**config.mk**
```make
export PLATFORM = sky130hd
export DESIGN_NAME = sur_origin_stream
export DESIGN_NICKNAME = d
export VERILOG_FILES = /design/src/rtl/sur_origin_stream_pkg.sv /design/src/rtl/sur_origin_stream_sur.sv /design/src/rtl/sur_origin_stream.sv
export SDC_FILE = /design/constraint.sdc
export NUM_CORES = 1
export LEC_CHECK = 0
export ABC_AREA = 1
export CORE_MARGIN = 5
export CORE_UTILIZATION = 45
export CTS_CLUSTER_SIZE = 28
export DETAILED_ROUTE_END_ITERATION = 8
export PLACE_DENSITY = 0.74
export SETUP_SLACK_MARGIN = 0.1
export SLEW_MARGIN = 40
export SYNTH_ARGS = -nofsm -noshare
export SYNTH_HDL_FRONTEND = slang
export SYNTH_SLANG_ARGS = --single-unit
export TNS_END_PERCENT = 5
```
**constraint.sdc**
```tcl
create_clock -name clock -period 2.5 [get_ports clock]
set_input_delay 0.25 -clock clock [delete_from_list [all_inputs] [get_ports clock]]
set_output_delay 0.25 -clock clock [all_outputs]
set_load 0.005 [all_outputs]
```
**src/rtl/sur_origin_stream_pkg.sv**
```systemverilog
// Shared board definitions for the up-right trace-back stream: geometry
// constants, controller states and a row-parity helper.
package sur_origin_stream_pkg;

    localparam int BOARD_W = 32;
    localparam int ROW_SQ  = 4;
    localparam int IDX_W   = 5;

    typedef enum logic [1:0] {
        IDLE,
        SHIFT,
        STREAM,
        DONE
    } state_e;

    // Odd rows have their dark squares offset one file to the right of even rows.
    function automatic logic is_odd_row(input int sq);
        return ((sq / ROW_SQ) % 2) == 1;
    endfunction

endpackage

```
**src/rtl/sur_origin_stream_sur.sv**
```systemverilog
// Combinational up-right step of a 32-square dark-square board mask; squares
// that would leave the board are dropped, never wrapped.
module sur_origin_stream_sur
    import sur_origin_stream_pkg::*;
(
    input  logic [BOARD_W-1:0] board_i,
    output logic [BOARD_W-1:0] board_o
);

    // Row 0 has no row above it, so the loop starts at row 1.
    always_comb begin
        board_o = '0;
        for (int s = ROW_SQ; s < BOARD_W; s++) begin
            if (!is_odd_row(s)) begin
                board_o[s - ROW_SQ] = board_i[s];
            end else if ((s % ROW_SQ) != ROW_SQ - 1) begin
                board_o[s - ROW_SQ + 1] = board_i[s];
            end
        end
    end

endmodule

```
**src/rtl/sur_origin_stream.sv**
```systemverilog
// Traces landing squares back up-right N steps, masks them with the mover's
// pieces and streams each origin square index over a valid/ready handshake.
module sur_origin_stream
    import sur_origin_stream_pkg::*;
#(
    parameter int STEP_W = 2
) (
    input  logic               clock,
    input  logic               reset_n,
    input  logic               start,
    input  logic [STEP_W-1:0]  steps,
    input  logic [BOARD_W-1:0] dest_mask,
    input  logic [BOARD_W-1:0] piece_mask,
    output logic               busy,
    output logic [BOARD_W-1:0] origin_mask,
    output logic               idx_valid,
    output logic [IDX_W-1:0]   idx,
    input  logic               idx_ready,
    output logic               done
);

    state_e             state_q, state_d;
    logic [BOARD_W-1:0] work_q, work_d;
    logic [BOARD_W-1:0] pm_q, pm_d;
    logic [BOARD_W-1:0] origin_q, origin_d;
    logic [STEP_W-1:0]  cnt_q, cnt_d;
    logic [BOARD_W-1:0] work_sur;
    logic [BOARD_W-1:0] low_bit;
    logic [BOARD_W-1:0] work_left;
    logic [IDX_W-1:0]   low_idx;
    logic               handshake;

    sur_origin_stream_sur u_sur (
        .board_i (work_q),
        .board_o (work_sur)
    );

    // NOTE: combinational blocks use blocking '=' with a default first, so the
    // last matching assignment wins and no latch is inferred.
    always_comb begin
        low_idx = '0;
        for (int i = BOARD_W - 1; i >= 0; i--) begin
            if (work_q[i]) low_idx = IDX_W'(i);
        end
        low_bit          = '0;
        low_bit[low_idx] = 1'b1;
    end

    assign handshake = idx_valid && idx_ready;
    assign work_left = handshake ? (work_q & ~low_bit) : work_q;

    // NOTE: sequential state uses non-blocking '<=' and every register,
    // datapath included, is cleared by the asynchronous reset.
    always_ff @(posedge clock or negedge reset_n) begin
        if (!reset_n) begin
            state_q <= IDLE;
        end else begin
            state_q <= state_d;
        end
    end

    always_comb begin
        state_d = state_q;
        case (state_q)
            IDLE:    if (start) state_d = SHIFT;
            SHIFT:   if (cnt_q == '0) state_d = STREAM;
            STREAM:  if (work_left == '0) state_d = DONE;
            DONE:    state_d = IDLE;
            default: state_d = IDLE;
        endcase
    end

    always_comb begin
        busy      = (state_q != IDLE);
        idx_valid = (state_q == STREAM) && (work_q != '0);
        idx       = idx_valid ? low_idx : '0;
        done      = (state_q == DONE);
    end

    assign origin_mask = origin_q;

    always_comb begin
        work_d   = work_q;
        cnt_d    = cnt_q;
        pm_d     = pm_q;
        origin_d = origin_q;
        case (state_q)
            IDLE: begin
                if (start) begin
                    work_d = dest_mask;
                    cnt_d  = steps;
                    pm_d   = piece_mask;
                end
            end
            SHIFT: begin
                if (cnt_q != '0) begin
                    work_d = work_sur;
                    cnt_d  = cnt_q - STEP_W'(1);
                end else begin
                    work_d   = work_q & pm_q;
                    origin_d = work_q & pm_q;
                end
            end
            STREAM:  work_d = work_left;
            default: ;
        endcase
    end

    always_ff @(posedge clock or negedge reset_n) begin
        if (!reset_n) begin
            work_q   <= '0;
            cnt_q    <= '0;
            pm_q     <= '0;
            origin_q <= '0;
        end else begin
            work_q   <= work_d;
            cnt_q    <= cnt_d;
            pm_q     <= pm_d;
            origin_q <= origin_d;
        end
    end

endmodule
```
# Yosys cells after proc, flatten, opt, wreduce, memory -nomap -nowiden
# Cells that the tools add are included.
word_totals:
  regBits: 100
  elab_cells: 81
classes:
  n_addsub: 1
  magnitude_cmp: 2
  eq_ne: 7
  n_mux: 46
  n_bitwise: 4
  n_reduce_logical: 16
op_table:
  columns: ["operator", "n"]
  rows:
  - ["$mux 5", 33]
  - ["$mux 32", 3]
  - ["$pmux 32 s3", 1]
  - ["$and 32x32->32", 2]
  - ["$logic_not 32->1", 1]
  - ["$not 32->32", 1]
  - ["$reduce_bool 32->1", 1]
  - ["$mux 2", 5]
  - ["$ne 2x2->1 const B", 4]
  - ["$pmux 2 s4", 1]
  - ["$lt 5x6->1 const B", 1]
  - ["$reduce_and 2->1", 3]
  - ["$reduce_and 3->1", 2]
  - ["$reduce_bool 2->1", 3]
  - ["$demux 1 s5", 1]
  - ["$ge 5x1->1 const B", 1]
  - ["$eq 2x2->1 const B", 2]
  - ["$logic_not 2->1", 2]
  - ["$pmux 2 s2", 1]
  - ["$logic_and 1x1->1", 3]
  - ["$reduce_bool 3->1", 1]
  - ["$eq 2x1->1 const B", 1]
  - ["$sub 2x1->2 const B", 1]
  - ["$mux 1", 1]
  - ["$not 1->1", 1]

# Depth between registers and ports, before layout
# Gate-level depths: netlist of the first run.
depth:
  depth_word: 42
  depth_mapped: 41
  depth_no_buf: 41

# Modules after synthesis
# From an unflattened synthesis of the first run, not the netlist that was laid out.
hier_totals:
  cells_unflattened: 708
  hier_area_um2: 5764.3
modules_own_cells:
  columns: ["mod", "n_inst", "cells_per_inst", "area_per_inst_um2", "seq_area_each_um2"]
  rows:
  - ["sur_origin_stream", 1, 675, 5520.3, 2502.4]
  - ["sur_origin_stream_sur", 1, 33, 244.0, 0.0]

# Worst setup path after synthesis of the first run
# Ideal clock, no wire load.
synth_path:
  path_type: "register -> register"
  from: "reg work_q[30]"
  to: "reg state_q[1]"
  setup_ns: 0.117
  arrival_ns: 2.529
  setup_slack_ns: -0.146
  stages_incl_launch_ff: 42
  n_path_buf: 0
  synth_period_minus_slack_ns: 2.646
  path_cell_list: "dfrtp_1 -> inv_2 -> nand2_1 -> nand2_1 -> nand2_1 -> nand2_1 -> nand2_1 -> nand2_1 -> nand2_1 -> nand2_1 -> nand2_1 -> nand2_1 -> nand2_1 -> nand2_1 -> nand2_1 -> nand2_1 -> nand2_1 -> nand2_1 -> [6 not listed] -> nand2_1 -> nand2_1 -> nand2_1 -> nand2_1 -> nand2_2 -> nand2_4 -> nand2_8 -> nand2_8 -> nand2_8 -> nand3_2 -> nand2_1 -> nand2_1 -> nor2_2 -> inv_1 -> nor2_1 -> nand2_1 -> nand3_1 -> nand2_1"
synth_between:
  elab_chain_cells: 41
  elab_cells_between_ends: 45
  classes_between: "order compare (2); eq/ne (1); mux (34); bitwise (2); reduce/logical (6)"
synth_rtl:
  columns: ["item", "line_no", "text"]
  rows:
  - ["start, declared", "sur_origin_stream.sv:23", "logic [BOARD_W-1:0] work_q, work_d;"]
  - ["start signal, assigned", "sur_origin_stream.sv:116", "work_q <= work_d;"]
  - ["$mux 5 (31 in a row)", "sur_origin_stream.sv:43", "if (work_q[i]) low_idx = IDX_W'(i);"]
  - ["$lt 5x6->1 (implied by the code) or $ge 5x1->1 (tied branches)", "sur_origin_stream.sv:46", "low_bit[low_idx] = 1'b1;"]
  - ["$logic_and 1x1->1 (implied by the code)", "sur_origin_stream.sv:46", null]
  - ["$mux 1 (implied by the code)", "sur_origin_stream.sv:46", null]
  - ["$demux 1 s5", "sur_origin_stream.sv:46", null]
  - ["$not 32->32", "sur_origin_stream.sv:50", "assign work_left = handshake ? (work_q & ~low_bit) : work_q;"]
  - ["$and 32x32->32", "sur_origin_stream.sv:50", null]
  - ["$mux 32 *", "sur_origin_stream.sv:50", null]
  - ["$logic_not 32->1 *", "sur_origin_stream.sv:67", "STREAM: if (work_left == '0) state_d = DONE;"]
  - ["$ne 2x2->1 (no source line) *", null, null]
  - ["$reduce_and 3->1 (no source line) *", null, null]
  - ["end signal, assigned", "sur_origin_stream.sv:58", "state_q <= state_d;"]
  - ["end, declared", "sur_origin_stream.sv:22", "state_e state_q, state_d;"]
# Mark *: on every way between the ends. The rest lies on a longest branch, timed or not.
# A chain may end at the register's enable or synchronous reset.

# Worst setup path in the final report of the first run
# Same ends and word-level chain as after synthesis.

==> key figures, run 1 <==
GRT
  – Grt total ovfl: 0
  – Total global-route track usage: 0.248
  – Largest net degree at the start of global routing: 64
  – First-pass GRT wire length: 28800 um
  – Vias in the first global route: 5964
  – Antenna violations before repair: 0

Detailed routing
  – DRT antenna net count: 0
  – Residual DRC: 0
  – TritonRoute pass-1 iters: 5
  – Initial DRC count: 377
  – Wire per inst: 17.1 um
  – DR vias: 5599
  – Drt via density: 5.51
  – Post-Route WL: 17300 um

Clock tree
  – Clock Sinks: 100
  – Clk_lat worst skew: 0.35 ns
  – Htree depth: 3
  – Root Driver: clkbuf_16
  – CTS max path bufs: 2
  – TritonCTS buffer count: 9
  – Clock-pin slew on the worst setup and hold paths: 0.07 ns
  – CTS tree: done

Critical path
  – CP peak stage delay: 0.39 ns
  – Critical path's slowest cell: dfrtp_1
  – Most frequent CP cell: nand2_1
  – Required @ worst endpoint: 2.75 ns
  – Crit Path Max Fanout: 7
  – Critical path launch point type: flop
  – WS Path Type: flop to flop
  – Crit. End Element: flop
  – Worst EP arrival: 3.36 ns

Yosys
  – Top cells by area, synth: dfrtp_1 46%, nand2_1 12%, mux2_2 6.6%
  – Top FF cell, synth: dfrtp_1
  – FF+latch count, synth: 100
  – Post-synth EDFFs: 0
  – Mean post-synth cell area: 8.35 sq um
  – Mapped Cells: 653
  – Most common cell in the netlist: nand2_1
  – Synth area leader: dfrtp_1
  – Share of the synthesized area in the top cell type: 0.459
  – Netlist cell types: 31
  – Async SR Flop Fraction: 1.00
  – Post-synthesis cell area: 5450 sq um
  – Syn. warnings: 0
  – Seq/Total Area, Yosys: 0.459
  – Mapped Nets: 729
  – Post-synth top cells: 177 x nand2_1, 100 x dfrtp_1, 58 x nand3_1

Timing
  – Tightest Pin Transition: 0.667 ns
  – Setup Skew: 0.00702 ns
  – Max-slew violation count: 0
  – Setup Total Neg Slack: -15.34 ns
  – Hold Slack: 0.472 ns
  – Final setup vio count: 37
  – Final worst setup slack: -0.614 ns
  – Max-slew headroom: 0.555
  – RSZ-0062 raised after global routing: yes
  – Fin. Hold Viols: 0
  – Period minus WS final: 3.11 ns
  – Top achievable clock speed: 321 MHz
  – Final Cycle Share: 1.25

Power
  – Combinational share of power: 0.618
  – Reg power frac: 0.256
  – Sw frac: 0.416
  – Worst ir drop on vdd: 823 uV
  – Cell-internal power: 6.56 mW
  – LEAKAGE: 3.71 nW
  – Clock share of power: 0.126
  – P_sw: 4.66 mW
  – PwrDens: 1400 nW/um^2

Job
  – Total of max-cap violations: 0

Cells and area
  – Layout filler cell count: 998
  – Footprint of the multi-input gates: 2720 sq um
  – Nets: 940
  – Layout cells sized above 1: 0.247
  – Area Overhead vs Synth: 46.5%
  – Register area: 2500 sq um
  – # diodes: 0
  – Final non-filler cell total: 1016

Hold path
  – Hold Path Class: input pin to asynchronous set/reset pin

Place
  – Port bufs: 109
  – Gpl congestion: 0.923
  – DP HPWL: 12800 um
  – Placed Cells: 998

Floorplan
  – Die X: 120 um
  – Effective utilization at floorplan: 0.456
  – Core Region: 12000 sq um
  – Die ar.: 14400 sq um
  – Num ports: 110
  – Die height: 120 um
  – Row Count: 40

Outcome
  – Outcome: finished with violations
  – Failing checks: negative setup slack
==> critical path, delay by kind of cell (launching register included) <==
kind,cells,cell delay [ns]
buf+inv,2,0.17
flops,1,0.39
simple gates,39,2.45
==> cell families (layout without fill, tap and decap cells) <==
family / after synthesis / after routing / share of synthesized area
and+or+nand+nor: 321 / 321 / 0.264
muxes: 32 / 32 / 0.0661
DFF: 100 / 100 / 0.459
AOI/OAI and AO/OA: 109 / 109 / 0.137
buffers and inverters: 85 / 301 / 0.0594
adders and majority gates: 6 / 6 / 0.0138
==> stage by stage <==
stage                     setup slack (ns)  area [sq um]  utilization  total power [mW]
after detailed placement            -0.589          7580        0.634              9.54
after floorplan                     -0.146          5450            -              6.39
after global routing                 -1.01          7990        0.668              12.0
final                               -0.614          7990        0.668              11.2
after global placement              -0.539          7580        0.634              9.31
after CTS                           -0.611          7940        0.663              11.1
==> cells in the final DEF (no fill, tap or decap), types with 4 or more instances in the layout <==
master           netlist  final
o21ai_1                0     11
nand3_2                7      9
buf_4                  1    112
dfrtp_1              100    100
o221ai_1              11     11
nor2_1                47     43
nand2_2                5     12
ha_1                   6      5
buf_12                 0      6
clkdlybuf4s50_1        0    106
o21ai_0               38     26
inv_1                 53     52
nand2_1              177    170
clkbuf_8               0      5
clkbuf_16              0      9
o211ai_1              40     40
nand3_1               58     56
mux2_2                32     32
o2111ai_1             13      9
nand4_1               10     10
nor3_1                 5      4
nor2_2                 4      5
o2111ai_2              0      4
==> sequential cells by signal, indices dropped and copies added (netlist names) <==
signal / count
state_q: 2
work_q: 32
pm_q: 32
origin_mask: 32
cnt_q: 2
==> per-layer routing <==
layer,vias up,GRT usage,part of all wire
met2,214,0.420,0.49
met5,-,0,0
met4,0,0.0931,0.024
met1,2699,0.319,0.43
met3,27,0.0368,0.057
li1,2659,-,-
==> final timing paths <==
kind                                   end             from  slack [ns]  cells past startpoint
hold / removal                    pm_q[11]          reset_n        0.47                      2
min in group clock         origin_mask[29]  origin_mask[29]        0.48                      2
hold reg to reg            origin_mask[29]  origin_mask[29]        0.48                      2
max in group asynchronous        work_q[9]          reset_n        1.32                      3
setup / recovery                state_q[1]       work_q[30]       -0.61                     41
setup reg to reg                state_q[1]       work_q[30]       -0.61                     41
==> power groups by stage <==
stage | registers (mW) | clock network, mW | logic, mW
global placement | 2.85 | 0 | 6.46
CTS | 2.87 | 1.42 | 6.81
global route | 2.96 | 1.49 | 7.60
detailed placement | 2.88 | 0 | 6.65
finish | 2.87 | 1.41 | 6.94
floorplan | 2.91 | 0 | 3.48
==> area by class of cell <==
class / count / area share
Multi-Input combinational cell: 468 / 0.341
Sequential cell: 100 / 0.313
Timing Repair Buffer: 229 / 0.259
Clock buffer: 16 / 0.0377
Inverter: 56 / 0.0263
Tap cell: 147 / 0.0230
==> what timing repair did <==
action / 4_1_cts / 5_1_grt
setup buffers: 0 / 1
endpoints found under the hold margin: 46 / 0
resized for setup: 26 / 17
pin swaps: 1 / 3
hold buffers: 1 / 0
setup endpoints to repair: 40 / 40
No activity file was read; power rests on OpenSTA's default activity.
==> run 2, diff against run 1 <==
SKIP_LAST_GASP = 1   (was default)
==> run 2 against run 1 <==
  * The run still ends with negative setup slack left
  * Hold slack got worse by 0.00097 ns
  * Final area decreased by 0.72%
  * Maximum frequency increased by 0.32%
  * Combinational power decreased by 2%
  * Global-route usage about the same
  * Clock skew about the same
  * Die area unchanged
  * Register-to-register slack about the same
  * Wire length decreased by 0.63%
  * Flip-flop and latch count unchanged
  * Sequential power about the same
  * Critical endpoint is now idx[0]
  * Largest cell class unchanged
==> key figures, run 2 (synthesis results as in run 1) <==
Timing
  – Final Cycle Share: 1.24
  – Fin. Hold Viols: 0
  – Top achievable clock speed: 322 MHz
  – Max-slew violation count: 0
  – Max-slew headroom: 0.555
  – Tightest Pin Transition: 0.667 ns
  – RSZ-0062 raised after global routing: yes
  – Final setup vio count: 38
  – Final worst setup slack: -0.604 ns
  – Setup Skew: 0.00742 ns
  – Period minus WS final: 3.10 ns

Detailed routing
  – Residual DRC: 0
  – TritonRoute pass-1 iters: 5
  – Wire per inst: 16.9 um
  – DRT antenna net count: 0
  – DR vias: 5577
  – Initial DRC count: 408
  – Drt via density: 5.49
  – Post-Route WL: 17200 um

Floorplan
  – Die height: 120 um
  – Die X: 120 um
  – Core Region: 12000 sq um
  – Die ar.: 14400 sq um
  – Row Count: 40
  – Num ports: 110
  – Effective utilization at floorplan: 0.456

Cells and area
  – Nets: 940
  – Final Cell Area: 7930 sq um
  – Area Overhead vs Synth: 45.5%
  – Footprint of the multi-input gates: 2660 sq um
  – # diodes: 0
  – Commonest cells after routing, fill and taps aside: 176 x nand2_1, 113 x buf_4, 106 x clkdlybuf4s50_1
  – Register area: 2500 sq um
  – Layout cells sized above 1: 0.231
  – Commonest non-fill, non-tap cell in the layout: nand2_1
  – Layout filler cell count: 1007
  – Util after Layout: 0.663

Critical path
  – Critical path launch point type: flop
  – End of the critical path: idx[0]
  – Required @ worst endpoint: 2.25 ns
  – Worst Setup SP: work_q[30]
  – Worst r2r path cells: 41
  – CP peak stage delay: 0.39 ns
  – WS Path Type: flop to output pin
  – Crit. End Element: output pin
  – R2R Setup Slk: -0.60 ns
  – Critical path's slowest cell: dfrtp_1
  – Most frequent CP cell: nand2_1
  – Worst r2r dst: state_q[1]
  – Worst EP arrival: 2.85 ns
  – Critical R2R Launch: work_q[29]
  – Crit Path Max Fanout: 5

GRT
  – Largest net degree at the start of global routing: 64
  – First-pass GRT wire length: 28800 um
  – Total global-route track usage: 0.247
  – Grt total ovfl: 0
  – Antenna violations before repair: 0
  – Vias in the first global route: 5964

Outcome
  – Outcome: finished with violations
  – Failing checks: negative setup slack

Power
  – PwrDens: 1400 nW/um^2
  – P_sw: 4.58 mW
  – Clock share of power: 0.127
  – LEAKAGE: 3.70 nW
  – Worst ir drop on vdd: 807 uV
  – Reg power frac: 0.259
  – Sw frac: 0.414
  – Cell-internal power: 6.49 mW
  – Combinational share of power: 0.613
  – Overall Power: 11.1 mW

Clock tree
  – TritonCTS buffer count: 9
  – Clk_lat worst skew: 0.36 ns
  – Clock-pin slew on the worst setup and hold paths: 0.07 ns
  – CTS tree: done
  – Root Driver: clkbuf_16
  – Clock Sinks: 100
  – Htree depth: 3
  – CTS max path bufs: 2

Place
  – Port bufs: 109
  – Placement Setup Slack: -0.589 ns
  – DP HPWL: 12800 um
  – Gpl congestion: 0.923
  – Placed cell areas: 7580 sq um

Hold path
  – Hold Path Class: input pin to asynchronous set/reset pin

Job
  – Total of max-cap violations: 0
-- run 2: area by class of cell --
type / count / area share
clock buffer: 16 / 0.0380
inverter: 56 / 0.0265
multi-input combinational: 468 / 0.335
sequential: 100 / 0.315
tap: 147 / 0.0232
timing repair buffer: 229 / 0.261
-- run 2: critical path: cells and delay by family, from the launching register on --
| family | cells | cell delay [ns] |
|---|---|---|
| buf+inv | 2 | 0.27 |
| flops | 1 | 0.39 |
| simple gates | 32 | 1.84 |
-- run 2: per-layer routing --
metal | vias up | wire (um) | GRT usage
li1 | 2665 | - | -
met1 | 2693 | 7320 | 0.320
met2 | 192 | 8530 | 0.420
met3 | 27 | 958 | 0.0368
met4 | 0 | 410 | 0.0931
met5 | - | 0 | 0
-- run 2: how the worst min path moves through the flow --
stage | endpoint | from | cells after the start | slack (ns)
after floorplan | cnt_q[0] | reset_n | 0 | -0.05
after global placement | pm_q[10] | reset_n | 1 | 0.30
after detailed placement | pm_q[10] | reset_n | 1 | 0.32
after CTS | origin_mask[31] | origin_mask[31] | 2 | 0.48
after global routing | origin_mask[30] | origin_mask[30] | 2 | 0.50
final | pm_q[10] | reset_n | 2 | 0.47
-- run 2: per-stage QoR --
step,hold slack (ns),cells,TNS (ns)
2_1_floorplan,-0.0456,653,-0.292
3_3_place_gp,0.303,998,-11.57
3_5_place_dp,0.316,998,-13.11
4_1_cts,0.485,1015,-15.80
5_1_grt,0.502,1016,-28.10
6_report,0.471,1016,-16.29
-- run 2: power groups by stage --
stage,clock network [mW],registers (mW),logic (mW)
finish,1.41,2.87,6.79
global route,1.49,2.96,7.46
CTS,1.42,2.87,6.76
detailed placement,0,2.88,6.65
global placement,0,2.85,6.46
floorplan,0,2.91,3.48
-- run 2: repair_timing --
item                                    CTS  global route
hold buffers                              1             0
pin swaps                                 1             1
resized for setup                        12             3
buffers inserted                          0             1
endpoints found under the hold margin    46             0
endpoints found under the setup margin   40            40
==> run 3, diff against run 2 <==
CORE_MARGIN = 1.5   (was 5)
PLACE_DENSITY = 0.71   (was 0.74)
clock period = 2.9 ns   (was 2.5 ns; I/O delays follow)
==> run 3 against run 2 <==
  * Total power is 15% lower
  * Via count shrank 2.8%
  * First-iteration DRC count fell by 22%
  * Register-to-register slack better by 0.32 ns
  * Clock-buffer cell count down 4
  * Hold slack got worse by 0.0053 ns
  * Sequential power is 13% lower
  * Flip-flop and latch count unchanged
  * Clock power is 9% lower
  * Clock skew increased by 0.0015 ns
  * The flow still finishes with violations (negative setup slack)
==> key figures, run 3 (synthesis results as in run 1) <==
Floorplan
  – Num ports: 110
  – Core Region: 11900 sq um
  – Die ar.: 12800 sq um
  – Effective utilization at floorplan: 0.458
  – Die X: 113 um
  – Die height: 113 um
  – Row Count: 40

Power
  – LEAKAGE: 3.60 nW
  – Overall Power: 9.43 mW
  – Worst ir drop on vdd: 648 uV
  – PwrDens: 1210 nW/um^2

Cells and area
  – Nets: 918
  – Footprint of the multi-input gates: 2670 sq um
  – # diodes: 0
  – Layout filler cell count: 1036
  – Commonest non-fill, non-tap cell in the layout: nand2_1
  – Commonest cells after routing, fill and taps aside: 175 x nand2_1, 106 x clkdlybuf4s50_1, 100 x dfrtp_1
  – Area Overhead vs Synth: 42.7%
  – Layout cells sized above 1: 0.213
  – Register area: 2500 sq um
  – Final Cell Area: 7780 sq um

Timing
  – Max-slew violation count: 0
  – Period minus WS final: 3.19 ns
  – Setup Skew: 0.00888 ns
  – Final Cycle Share: 1.10
  – Top achievable clock speed: 314 MHz
  – Max-slew headroom: 0.565
  – Fin. Hold Viols: 0
  – Hold Slack: 0.466 ns
  – Final setup vio count: 23
  – Tightest Pin Transition: 0.652 ns
  – RSZ-0062 raised after global routing: yes
  – Final worst setup slack: -0.286 ns

Clock tree
  – Htree depth: 3
  – Clock-pin slew on the worst setup and hold paths: 0.07 ns
  – Clock Sinks: 100
  – Clk_lat worst skew: 0.37 ns
  – Root Driver: clkbuf_16
  – CTS tree: done
  – CTS max path bufs: 2
  – TritonCTS buffer count: 9

Detailed routing
  – Wire per inst: 17.1 um
  – Drt via density: 5.45
  – TritonRoute pass-1 iters: 5
  – Initial DRC count: 319
  – Top sig layer: met4
  – DRT antenna net count: 0
  – Met1 wire length: 7580 um
  – Post-Route WL: 17000 um
  – Met2 routed WL: 8030 um
  – Residual DRC: 0
  – WL met3: 961 um
  – DR vias: 5420

Hold path
  – Hold Path Class: input pin to asynchronous set/reset pin

Place
  – Gpl congestion: 0.996
  – DP HPWL: 12600 um
  – Placed cell areas: 7410 sq um
  – Port bufs: 109

Critical path
  – Crit Path Max Fanout: 7
  – Required @ worst endpoint: 3.17 ns
  – Most frequent CP cell: nand2_1
  – WS Path Type: flop to flop
  – Crit. End Element: flop
  – Worst EP arrival: 3.46 ns
  – CP peak stage delay: 0.39 ns
  – Critical path launch point type: flop
  – Critical path's slowest cell: dfrtp_1

Outcome
  – Failing checks: negative setup slack
  – Outcome: finished with violations

Job
  – Total of max-cap violations: 0

GRT
  – First-pass GRT wire length: 28300 um
  – Total global-route track usage: 0.283
  – Largest net degree at the start of global routing: 57
  – Antenna violations before repair: 0
  – Vias in the first global route: 5706
  – Grt total ovfl: 0
[run 3: changes by cell type in the layout (fill, tap and decap cells not counted), moves of 2 or more]
cell,delta
buf_8,+2
buf_4,-24
clkbuf_8,-3
inv_6,+2
o21ai_1,+2
clkdlybuf4s15_2,-2
o21ai_0,-2
[run 3: path summary, 6_finish.rpt]
| check | start | to | slack, ns | depth (start not counted) |
|---|---|---|---|---|
| max in group asynchronous | reset_n | work_q[31] | 1.72 | 3 |
| worst max-delay path | work_q[29] | work_q[29] | -0.29 | 38 |
| worst max register to register | work_q[29] | work_q[29] | -0.29 | 38 |
| min in group clock | origin_mask[1] | origin_mask[1] | 0.48 | 2 |
| worst min register to register | origin_mask[1] | origin_mask[1] | 0.48 | 2 |
| worst min-delay path | reset_n | origin_mask[11] | 0.47 | 2 |
[run 3: metrics by stage]
step	cells	setup slack [ns]	util	TNS, ns
after floorplan	653	0.254	-	0
after global placement	973	-0.304	0.620	-2.40
after detailed placement	975	-0.295	0.622	-2.40
after global routing	994	-0.721	0.653	-16.21
after CTS	993	-0.249	0.652	-2.74
final	994	-0.286	0.653	-2.78
[run 3: power by group]
| part | switching [mW] | internal [mW] |
|---|---|---|
| clock | 0.560 | 0.723 |
| sequential | 0.422 | 2.09 |
| combinational | 3.00 | 2.63 |
| total | 3.99 | 5.44 |
[run 3: cell type report]
cell class	count	area share
Clock buffer	12	0.0330
Inverter	56	0.0270
Tap cell	147	0.0236
Multi-Input combinational cell	468	0.343
Sequential cell	100	0.322
Timing Repair Buffer	207	0.245
Clock inverter	4	0.00708
[run 3: per-layer routing]
metal  global-route usage  vias up
met5                    0        -
met4               0.0958        0
met3               0.0782       35
met2                0.450      166
met1                0.374     2609
li1                     -     2610
[run 3: worst max-delay path, delay by kind of cell (launching register included)]
kind                   cells  cell delay (ns)
buffers and inverters      4             0.48
DFF                        1             0.39
and+or+nand+nor           31             1.81
AOI/OAI and AO/OA          3             0.42
[run 3: timing repair]
action / in CTS / in global routing
setup buffers: 1 / 1
pin swaps: 4 / 3
gates resized for setup: 16 / 3
hold buffers: 1 / 0
endpoints found under the setup margin: 36 / 38
hold endpoints to repair: 44 / 0
